File: src/rtl/branch_predictor_pkg.sv
// Shared definitions for the IF-stage branch predictor: 2-bit counter states
// and the reset/allocation values used by the BTB.
package bp_pkg;

    typedef enum logic [1:0] {
        CTR_SNT = 2'b00,
        CTR_WNT = 2'b01,
        CTR_WT  = 2'b10,
        CTR_ST  = 2'b11
    } ctr_e;

    localparam ctr_e CTR_RESET = CTR_WNT;
    localparam ctr_e CTR_ALLOC = CTR_WT;

    localparam int unsigned PC_W = 32;

    // Upper half of the counter range predicts taken.
    function automatic logic ctr_predicts_taken(input ctr_e ctr);
        return (ctr == CTR_WT) || (ctr == CTR_ST);
    endfunction

endpackage

File: src/rtl/branch_predictor_sat_counter.sv
// 2-bit saturating counter next-state function used on the BTB update path.
module bp_sat_counter
    import bp_pkg::*;
(
    input  ctr_e ctr_i,
    input  logic taken_i,
    output ctr_e ctr_o
);

    always_comb begin
        ctr_o = ctr_i;
        unique case (ctr_i)
            CTR_SNT: ctr_o = taken_i ? CTR_WNT : CTR_SNT;
            CTR_WNT: ctr_o = taken_i ? CTR_WT  : CTR_SNT;
            CTR_WT:  ctr_o = taken_i ? CTR_ST  : CTR_WNT;
            CTR_ST:  ctr_o = taken_i ? CTR_ST  : CTR_WT;
            default: ctr_o = ctr_i;
        endcase
    end

endmodule

File: src/rtl/branch_predictor.sv
// Direct-mapped BTB with 2-bit counters: zero-latency lookup on IF_PC,
// registered update from EX resolution, mispredict redirect and statistics.
module branch_predictor
    import bp_pkg::*;
#(
    parameter int unsigned ENTRIES    = 16,
    parameter int unsigned INDEX_BITS = $clog2(ENTRIES)
) (
    input  logic        CLK,
    input  logic        RESET,
    input  logic [31:0] IF_PC,
    output logic        PRED_TAKEN,
    output logic [31:0] PRED_TARGET,
    input  logic        EX_VALID,
    input  logic [31:0] EX_PC,
    input  logic        EX_TAKEN,
    input  logic [31:0] EX_TARGET,
    input  logic        EX_PRED_TAKEN,
    input  logic [31:0] EX_PRED_TARGET,
    output logic        MISPREDICT,
    output logic [31:0] CORRECT_PC,
    output logic [31:0] BRANCH_COUNT,
    output logic [31:0] MISS_COUNT
);

    localparam int unsigned TAG_BITS = PC_W - INDEX_BITS - 2;

    typedef logic [INDEX_BITS-1:0] idx_t;
    typedef logic [TAG_BITS-1:0]   tag_t;

    logic        valid_q  [ENTRIES];
    tag_t        tag_q    [ENTRIES];
    logic [31:0] target_q [ENTRIES];
    ctr_e        ctr_q    [ENTRIES];

    logic [31:0] branch_cnt_q, branch_cnt_d;
    logic [31:0] miss_cnt_q,   miss_cnt_d;

    idx_t        if_idx, ex_idx;
    tag_t        if_tag, ex_tag;
    logic        if_hit, ex_hit;

    logic        upd_we;
    logic        upd_valid_d;
    tag_t        upd_tag_d;
    logic [31:0] upd_target_d;
    ctr_e        upd_ctr_d;
    ctr_e        ctr_next;

    // Lookup reads the registered table directly, so a same-cycle update
    // to the same index is not visible until the following cycle.
    always_comb begin
        if_idx      = IF_PC[INDEX_BITS+1:2];
        if_tag      = IF_PC[PC_W-1:INDEX_BITS+2];
        if_hit      = valid_q[if_idx] && (tag_q[if_idx] == if_tag);
        PRED_TAKEN  = if_hit && ctr_predicts_taken(ctr_q[if_idx]);
        PRED_TARGET = PRED_TAKEN ? target_q[if_idx] : IF_PC + 32'd4;
    end

    always_comb begin
        MISPREDICT = EX_VALID && !RESET &&
                     ((EX_PRED_TAKEN != EX_TAKEN) ||
                      (EX_TAKEN && (EX_PRED_TARGET != EX_TARGET)));
        CORRECT_PC = RESET ? '0 : (EX_TAKEN ? EX_TARGET : EX_PC + 32'd4);
    end

    always_comb begin
        ex_idx = EX_PC[INDEX_BITS+1:2];
        ex_tag = EX_PC[PC_W-1:INDEX_BITS+2];
        ex_hit = valid_q[ex_idx] && (tag_q[ex_idx] == ex_tag);
    end

    bp_sat_counter u_sat_counter (
        .ctr_i   (ctr_q[ex_idx]),
        .taken_i (EX_TAKEN),
        .ctr_o   (ctr_next)
    );

    // Not-taken misses leave the entry alone so an alias never evicts it.
    always_comb begin
        upd_we       = 1'b0;
        upd_valid_d  = valid_q[ex_idx];
        upd_tag_d    = tag_q[ex_idx];
        upd_target_d = target_q[ex_idx];
        upd_ctr_d    = ctr_q[ex_idx];
        if (EX_VALID) begin
            if (ex_hit) begin
                upd_we    = 1'b1;
                upd_ctr_d = ctr_next;
                if (EX_TAKEN) begin
                    upd_target_d = EX_TARGET;
                end
            end else if (EX_TAKEN) begin
                upd_we       = 1'b1;
                upd_valid_d  = 1'b1;
                upd_tag_d    = ex_tag;
                upd_target_d = EX_TARGET;
                upd_ctr_d    = CTR_ALLOC;
            end
        end
    end

    always_ff @(posedge CLK) begin
        if (RESET) begin
            for (int unsigned i = 0; i < ENTRIES; i++) begin
                valid_q[i]  <= 1'b0;
                tag_q[i]    <= '0;
                target_q[i] <= '0;
                ctr_q[i]    <= CTR_RESET;
            end
        end else if (upd_we) begin
            valid_q[ex_idx]  <= upd_valid_d;
            tag_q[ex_idx]    <= upd_tag_d;
            target_q[ex_idx] <= upd_target_d;
            ctr_q[ex_idx]    <= upd_ctr_d;
        end
    end

    always_comb begin
        branch_cnt_d = branch_cnt_q;
        miss_cnt_d   = miss_cnt_q;
        if (EX_VALID && (branch_cnt_q != '1)) begin
            branch_cnt_d = branch_cnt_q + 32'd1;
        end
        if (MISPREDICT && (miss_cnt_q != '1)) begin
            miss_cnt_d = miss_cnt_q + 32'd1;
        end
    end

    always_ff @(posedge CLK) begin
        if (RESET) begin
            branch_cnt_q <= '0;
            miss_cnt_q   <= '0;
        end else begin
            branch_cnt_q <= branch_cnt_d;
            miss_cnt_q   <= miss_cnt_d;
        end
    end

    assign BRANCH_COUNT = branch_cnt_q;
    assign MISS_COUNT   = miss_cnt_q;

endmodule

File: config.mk
export PLATFORM = sky130hd
export DESIGN_NAME = branch_predictor
export DESIGN_NICKNAME = d
export VERILOG_FILES = /design/src/rtl/branch_predictor_pkg.sv /design/src/rtl/branch_predictor_sat_counter.sv /design/src/rtl/branch_predictor.sv
export SDC_FILE = /design/constraint.sdc
export NUM_CORES = 2
export LEC_CHECK = 0
export CELL_PAD_IN_SITES_DETAIL_PLACEMENT = 1
export CELL_PAD_IN_SITES_GLOBAL_PLACEMENT = 2
export CORE_MARGIN = 5
export CORE_UTILIZATION = 35
export CTS_BUF_LIST = sky130_fd_sc_hd__clkbuf_4
export CTS_CLUSTER_SIZE = 20
export DETAILED_ROUTE_END_ITERATION = 6
export DONT_BUFFER_PORTS = 1
export GPL_TIMING_DRIVEN = 0
export PLACE_DENSITY = 0.74
export SLEW_MARGIN = 30
export SYNTH_ARGS = -nofsm -noshare
export SYNTH_HDL_FRONTEND = slang
export SYNTH_SLANG_ARGS = --single-unit
File: constraint.sdc
create_clock -name CLK -period 11.3 [get_ports CLK]
set_clock_uncertainty 0.15 [all_clocks]
set_input_delay 3.39 -clock CLK [delete_from_list [all_inputs] [get_ports CLK]]
set_output_delay 3.39 -clock CLK [all_outputs]
set_load 0.02 [all_outputs]
## Yosys cells after proc, flatten, opt, wreduce, memory -nomap -nowiden

Memories as Yosys holds them, arrays and structs flattened.
Cells that the tools add are included.
W data, S select, Z words.

| cells by class | value |
|---|---|
| add/subtract/negate cells | 4 |
| equal/unequal tests | 13 |
| mux-type cells | 39 |
| reductions and logical operators | 17 |

Operator list:

| operator | count |
|---|---|
| $mux W32 | 6 |
| $mux W26 | 4 |
| $add A32 B1 Y32 const B | 2 |
| $add A32 B3 Y32 const B | 2 |
| $ne A32 B32 Y1 const B | 2 |
| $eq A26 B26 Y1 | 2 |
| $ne A32 B32 Y1 | 1 |
| $reduce_or A32 Y1 | 1 |
| $reduce_or A26 Y1 | 1 |
| $mux W1 | 18 |
| $mux W4 | 4 |
| $mux W2 | 6 |
| $eq A2 B2 Y1 const B | 4 |
| $logic_and A1 B1 Y1 | 8 |
| $pmux W2 S4 | 1 |
| $reduce_and A3 Y1 | 1 |
| $eq A2 B1 Y1 const B | 1 |
| $logic_not A2 Y1 | 1 |
| $logic_or A1 B1 Y1 | 2 |
| $ne A2 B2 Y1 const B | 1 |
| $reduce_or A2 Y1 | 1 |
| $logic_not A1 Y1 | 1 |
| $ne A1 B1 Y1 | 1 |
| $ne A1 B1 Y1 const B | 1 |
| $reduce_or A1 Y1 | 1 |

| word-level totals | value |
|---|---|
| flip-flop bits (word level) | 64 |
| memory bits (writable) | 976 |
| word-level logic and storage cells | 79 |
| memories | 4 |

Memories:

| name | depth | bits a word | rd ports | clocked after memory_dff | write ports | line | text |
|---|---|---|---|---|---|---|---|
| target_q | 16 | 32 | 1 | 0 | 16 | branch_predictor.sv:33 | `logic [31:0] target_q [ENTRIES];` |
| tag_q | 16 | 26 | 2 | 0 | 16 | branch_predictor.sv:32 | `tag_t tag_q [ENTRIES];` |
| ctr_q | 16 | 2 | 2 | 0 | 16 | branch_predictor.sv:34 | `ctr_e ctr_q [ENTRIES];` |
| valid_q | 16 | 1 | 2 | 0 | 16 | branch_predictor.sv:31 | `logic valid_q [ENTRIES];` |

## Longest topological paths before layout

An unclocked memory read counts as a cell.

| logic depth | value |
|---|---|
| depth in word-level cells | 11 |
| depth in mapped cells | 16 |

## Hierarchy

From an unflattened synthesis, not the netlist that was laid out.

| unflattened totals | value |
|---|---|
| cell total of the unflattened synthesis | 3869 |
| area, all modules | 53471.3 um^2 |

Modules (own cells, without submodules):

| module | times used | cells each | area an instance (um^2) |
|---|---|---|---|
| branch_predictor | 1 | 3866 | 53445.0 |
| bp_sat_counter | 1 | 3 | 26.3 |

## Worst setup path after synthesis

No wires, ideal clock.

| timing | value |
|---|---|
| kind | input -> output |
| start | input IF_PC[2] |
| end | output PRED_TARGET[10] |
| data arrival time | 6.586 ns |
| data required time | 7.760 ns |
| setup slack | 1.174 ns |
| cell stages on the path | 13 |
| path buffers | 5 |
| cells stage by stage | clkbuf_1 -> buf_2 -> buf_1 -> mux4_2 -> mux4_2 -> xnor2_1 -> nand2_1 -> nor4_1 -> and3_1 -> buf_2 -> clkbuf_1 -> nand2_1 -> o21ai_0 |

| on the way | value |
|---|---|
| word-level cells in the longest chain between the ends | 5 |
| elaborated cells on any way between the ends | 12 |

Ends and longest elaborated chain:

| item | line | text |
|---|---|---|
| start, declared | branch_predictor.sv:11 | `input logic [31:0] IF_PC,` |
| $mem_v2 Z16 W26 or $mem_v2 Z16 W2 (tied branches) | - |  |
| $eq A26 B26 Y1 or $eq A2 B2 Y1 (tied branches) | branch_predictor.sv:55, branch_predictor_pkg.sv:19 |  |
| $logic_and A1 B1 Y1 or $logic_or A1 B1 Y1 (tied branches) | branch_predictor.sv:55, branch_predictor_pkg.sv:19 |  |
| $logic_and A1 B1 Y1 | branch_predictor.sv:56 | `PRED_TAKEN = if_hit && ctr_predicts_taken(ctr_q[if_idx]);` |
| $mux W32 * | branch_predictor.sv:57 | `PRED_TARGET = PRED_TAKEN ? target_q[if_idx] : IF_PC + 32'd4;` |
| end, declared | branch_predictor.sv:13 | `output logic [31:0] PRED_TARGET,` |

Mark *: on every way between the ends. The rest lies on a longest branch, timed or not.

## Final worst setup path

| timing | value |
|---|---|
| start | input EX_PC[4] |
| end | output CORRECT_PC[28] |

| on the way | value |
|---|---|
| word-level cells in the longest chain between the ends | 3 |

Ends and longest elaborated chain:

| item | line | text |
|---|---|---|
| start, declared | branch_predictor.sv:15 | `input logic [31:0] EX_PC,` |
| $add A32 B3 Y32 | branch_predictor.sv:64 | `CORRECT_PC = RESET ? '0 : (EX_TAKEN ? EX_TARGET : EX_PC + 32'd4);` |
| $mux W32 (2 in a row) | branch_predictor.sv:64 |  |
| end, declared | branch_predictor.sv:21 | `output logic [31:0] CORRECT_PC,` |

No other way between the ends.

==> reports/summary.txt <==
====================================================================================
Post-synthesis cell type count                                                    73
Crit. Startpoint                                                            EX_PC[4]
Clock insertion delay at the later pin of the skew report                    1340 ps
Transition time at the pin with the least slew margin                        1174 ps
Worst-case hold slack                                                       476.2 ps
Power share of the sequential group                                            48.3%
Die Area                                                                161,000 sq um
Half-perimeter wire length after detailed placement                         168.5 mm
Switching power                                                              2599 uW
Kind of critical path                                                   input pin to primary output
Largest fanout on the critical path                                               19
Proportion of synthesized chip area in sequential cells                       57.08%
Setup total negative slack                                                      0 ps
Relative contribution of the clock network to total power                      38.8%
Leakage power figure                                                      0.02098 uW
# setup viols final                                                                0
Min Clock Period, post-route                                               11,260 ps
Maximum number of pins on one net before global-route repair                      33
Area overhead of the layout relative to synthesis                             13.10%
Max Root-Sink Buffers                                                              4
Grt total ovfl                                                                     0
Number of I/O pins                                                               263
Predominant post-synthesis flop cell                                        edfxtp_1
Number of antenna violations at the first check in global routing                 29
Slew Viols, Final                                                                  0
Ordered cell list for the critical path                                 buf_2 > buf_2 > buf_4 > clkbuf_2 > and3_1 > nand4_1 > or3_1 > nor2_1 > nand3_1 > xnor2_2 > nor2_1 > a21oi_1 > nor2_1
Pwr/cell area                                                           151.6 nW/um^2
RSZ-0062 raised after global routing                                              no
Num Clock Sinks                                                                1,040
Drt pass-1 iters                                                                   5
Hold Path Origin                                                        BRANCH_COUNT[17]
Seq cells post-synth                                                           1,040
Final core utilization                                                        39.86%
Initial core utilization                                                      35.24%
Number of enable-type register cells in the synthesized netlist                  976
Met2 WL post-DR                                                             106.0 mm
Post-CTS setup buffers                                                             0
Req. time, crit path                                                         7760 ps
Die Width                                                                   401.3 um
Area post-placement                                                     56,790 sq um
Standard-cell row count                                                          143
Detailed-route wire length per cell                                         36.34 um
Number of DRC violations after detailed-routing iteration 0                    5,465
Synth Area per Inst                                                      13.58 sq um
Outcome                                                                 complete, no violations
Headroom to the max-slew limit                                                21.71%
Clock buffers created by TritonCTS                                               308
DR top layer                                                                    met5
First-pass GRT wire length                                                  321.0 mm
Yosys synthesis warning count                                                      0
Number of fill cells                                                          16,040
CTS clk-pin slew, worst paths                                                  60 ps
Drt total wl                                                                237.2 mm
Worst path slowest cell                                                      xnor2_2
Highest cell delay on the worst timing path                                   540 ps
Class of the most critical hold timing path                             register to register
Number of global-route vias before repair                                     39,500
Via Count                                                                     39,240
Final antenna-violating net count                                                  0
Die outline height                                                          401.3 um
Number of violations of the max-capacitance limit                                  0
GP Congestion                                                                 0.9766
PortBufs                                                                           0
Startpoint type of the worst setup path                                    input pin
CTS root buffer                                                             clkbuf_4
Gr usage total                                                                28.70%
Highest attainable clock frequency                                         88.83 MHz
Share of flip-flops with an asynchronous set or reset after synthesis             0%
CTS Hold Buffers Added                                                             0
Net total in the final layout                                                  4,414
Worst VDD drop                                                             0.1051 mV
Part of the total power dissipated in combinational logic                      12.8%
Met3 Wirelength                                                             31.18 mm
CP Data Arrival Time                                                         7720 ps
H-tree lvl count                                                                   5
Post-Syn Instances                                                             3,946
Most prevalent standard cell on the critical path                             nor2_1
Combined area of all synthesized cells                                  53,590 sq um
Final hold viol count                                                              0
Reg-to-Reg Start                                                        tag_q[8][23]
Share of cells above drive strength 1                                         25.35%
Number of nets in the synthesized netlist                                      4,086
Clock tree from TritonCTS                                                        yes
Fin crit share                                                                99.63%
Placeable core region                                                   152,100 sq um
Via/cell ratio                                                                 6.013
Post-Layout Inst Area                                                   60,610 sq um
Internal power component                                                     6591 uW
Crit end category                                                       primary output
DRC violations left                                                                0
WL met1                                                                     88.66 mm
Switch share                                                                  28.28%
====================================================================================
## cells in the final DEF (no fill, tap or decap), types with 51 or more instances in the layout
| master | count |
|---|---|
| and2_1 | 506 |
| buf_2 | 65 |
| clkbuf_1 | 180 |
| clkbuf_4 | 451 |
| dfxtp_1 | 64 |
| edfxtp_1 | 976 |
| inv_1 | 51 |
| mux2i_1 | 100 |
| mux4_2 | 377 |
| nand2_1 | 200 |
| nand3_1 | 58 |
| nor2_1 | 590 |
| nor3_1 | 54 |
| o21ai_0 | 65 |
| xnor2_1 | 126 |
| xor2_1 | 54 |
## final cells by class
type                            instances  area, sq um  area share, %
Antenna cell                           22        55.05        0.09083
Timing Repair Buffer                   20        397.9         0.6564
Buffer                                358         1871          3.086
Tap cell                             2030         2540          4.190
Clock buffer                          445         3341          5.512
Sequential cell                      1040        30590          50.47
Clock inverter                         65        289.0         0.4768
Multi-Input combinational cell       2492        21330          35.19
Inverter                               54        202.7         0.3344
## layer usage
metal	global-route usage, %	vias up
met5	0	-
li1	-	15360
met2	44.17	2775
met3	11.59	604
met1	35.97	20490
met4	12.07	18
## Yosys cell counts (all sizes together) (6+ instances only)
master	number	area (sq um)
ha	7	87.58
o22ai	6	37.54
nand4	26	162.7
a22oi	23	172.7
nand2	200	750.7
xor2	54	473.0
or3	20	125.1
mux2	21	236.5
a21oi	50	250.2
o211ai	7	52.55
and4	13	113.9
and2	506	3166
mux4	377	8491
and3	21	131.4
buf	140	909.6
or2	19	118.9
nor2b	9	58.81
o21ai	67	335.3
nor2	593	2233
edfxtp	976	29310
clkbuf	220	825.8
o2111ai	6	52.55
nand3	58	290.3
a22o	9	78.83
nand2b	21	131.4
a31oi	6	37.54
mux2i	125	1529
xnor2	128	1121
inv	52	195.2
nor3	55	275.3
dfxtp	64	1281
nor4	12	96.34
## power by group through the flow
| stage | clock network [uW] | logic, uW | registers [uW] |
|---|---|---|---|
| after floorplan | 0 | 672 | 4490 |
| after global placement | 0 | 1110 | 4520 |
| after detailed placement | 0 | 1140 | 4520 |
| after CTS | 3590 | 1150 | 4440 |
| after global routing | 3820 | 1200 | 4450 |
| final | 3570 | 1180 | 4440 |
## registers in the layout, indices dropped and copies added, names as in the netlist
register,count
target_q,512
tag_q,416
BRANCH_COUNT,32
MISS_COUNT,32
ctr_q,32
valid_q,16
## logic make-up after synthesis
logic type               Yosys count  share of synthesized area [%]
XOR/XNOR                         182                          2.974
flip-flops                      1040                          57.08
buffers and inverters            414                          3.616
multiplexers                     523                          19.14
AO/OA/AOI/OAI                    220                          2.648
adder cells (fa/ha/maj)            7                         0.1634
AND/OR/NAND/NOR                 1560                          14.38
## repair_timing
action / 4_1_cts / 5_1_grt
pin swaps: 0 / 0
resized for setup: 22 / 19
setup endpoints to repair: 52 / 35
## per-stage QoR
| stage | cells | total power (uW) | worst slack (ps) |
|---|---|---|---|
| 6_report | 6526 | 9190 | 42.33 |
| 5_1_grt | 6515 | 9470 | 5.727 |
| 4_1_cts | 6505 | 9180 | 5.417 |
| 3_5_place_dp | 5996 | 5667 | -930.8 |
| 3_3_place_gp | 5976 | 5628 | -1352 |
| 2_1_floorplan | 3946 | 5162 | 1174 |
## worst max-delay path: cells and delay by family
| kind | cells | cell delay, ps |
|---|---|---|
| compound gates | 1 | 150 |
| xor+xnor | 1 | 540 |
| buf+inv | 4 | 1730 |
| simple gates | 7 | 1850 |
## final timing paths
kind / cells past startpoint / end / slack [ps]
setup / recovery: 13 / CORRECT_PC[28] / 40
hold / removal: 2 / BRANCH_COUNT[17] / 480
setup reg to reg: 11 / tag_q[13][11] / 6050
hold reg to reg: 2 / BRANCH_COUNT[17] / 480
(Power assumes the default switching activity.)
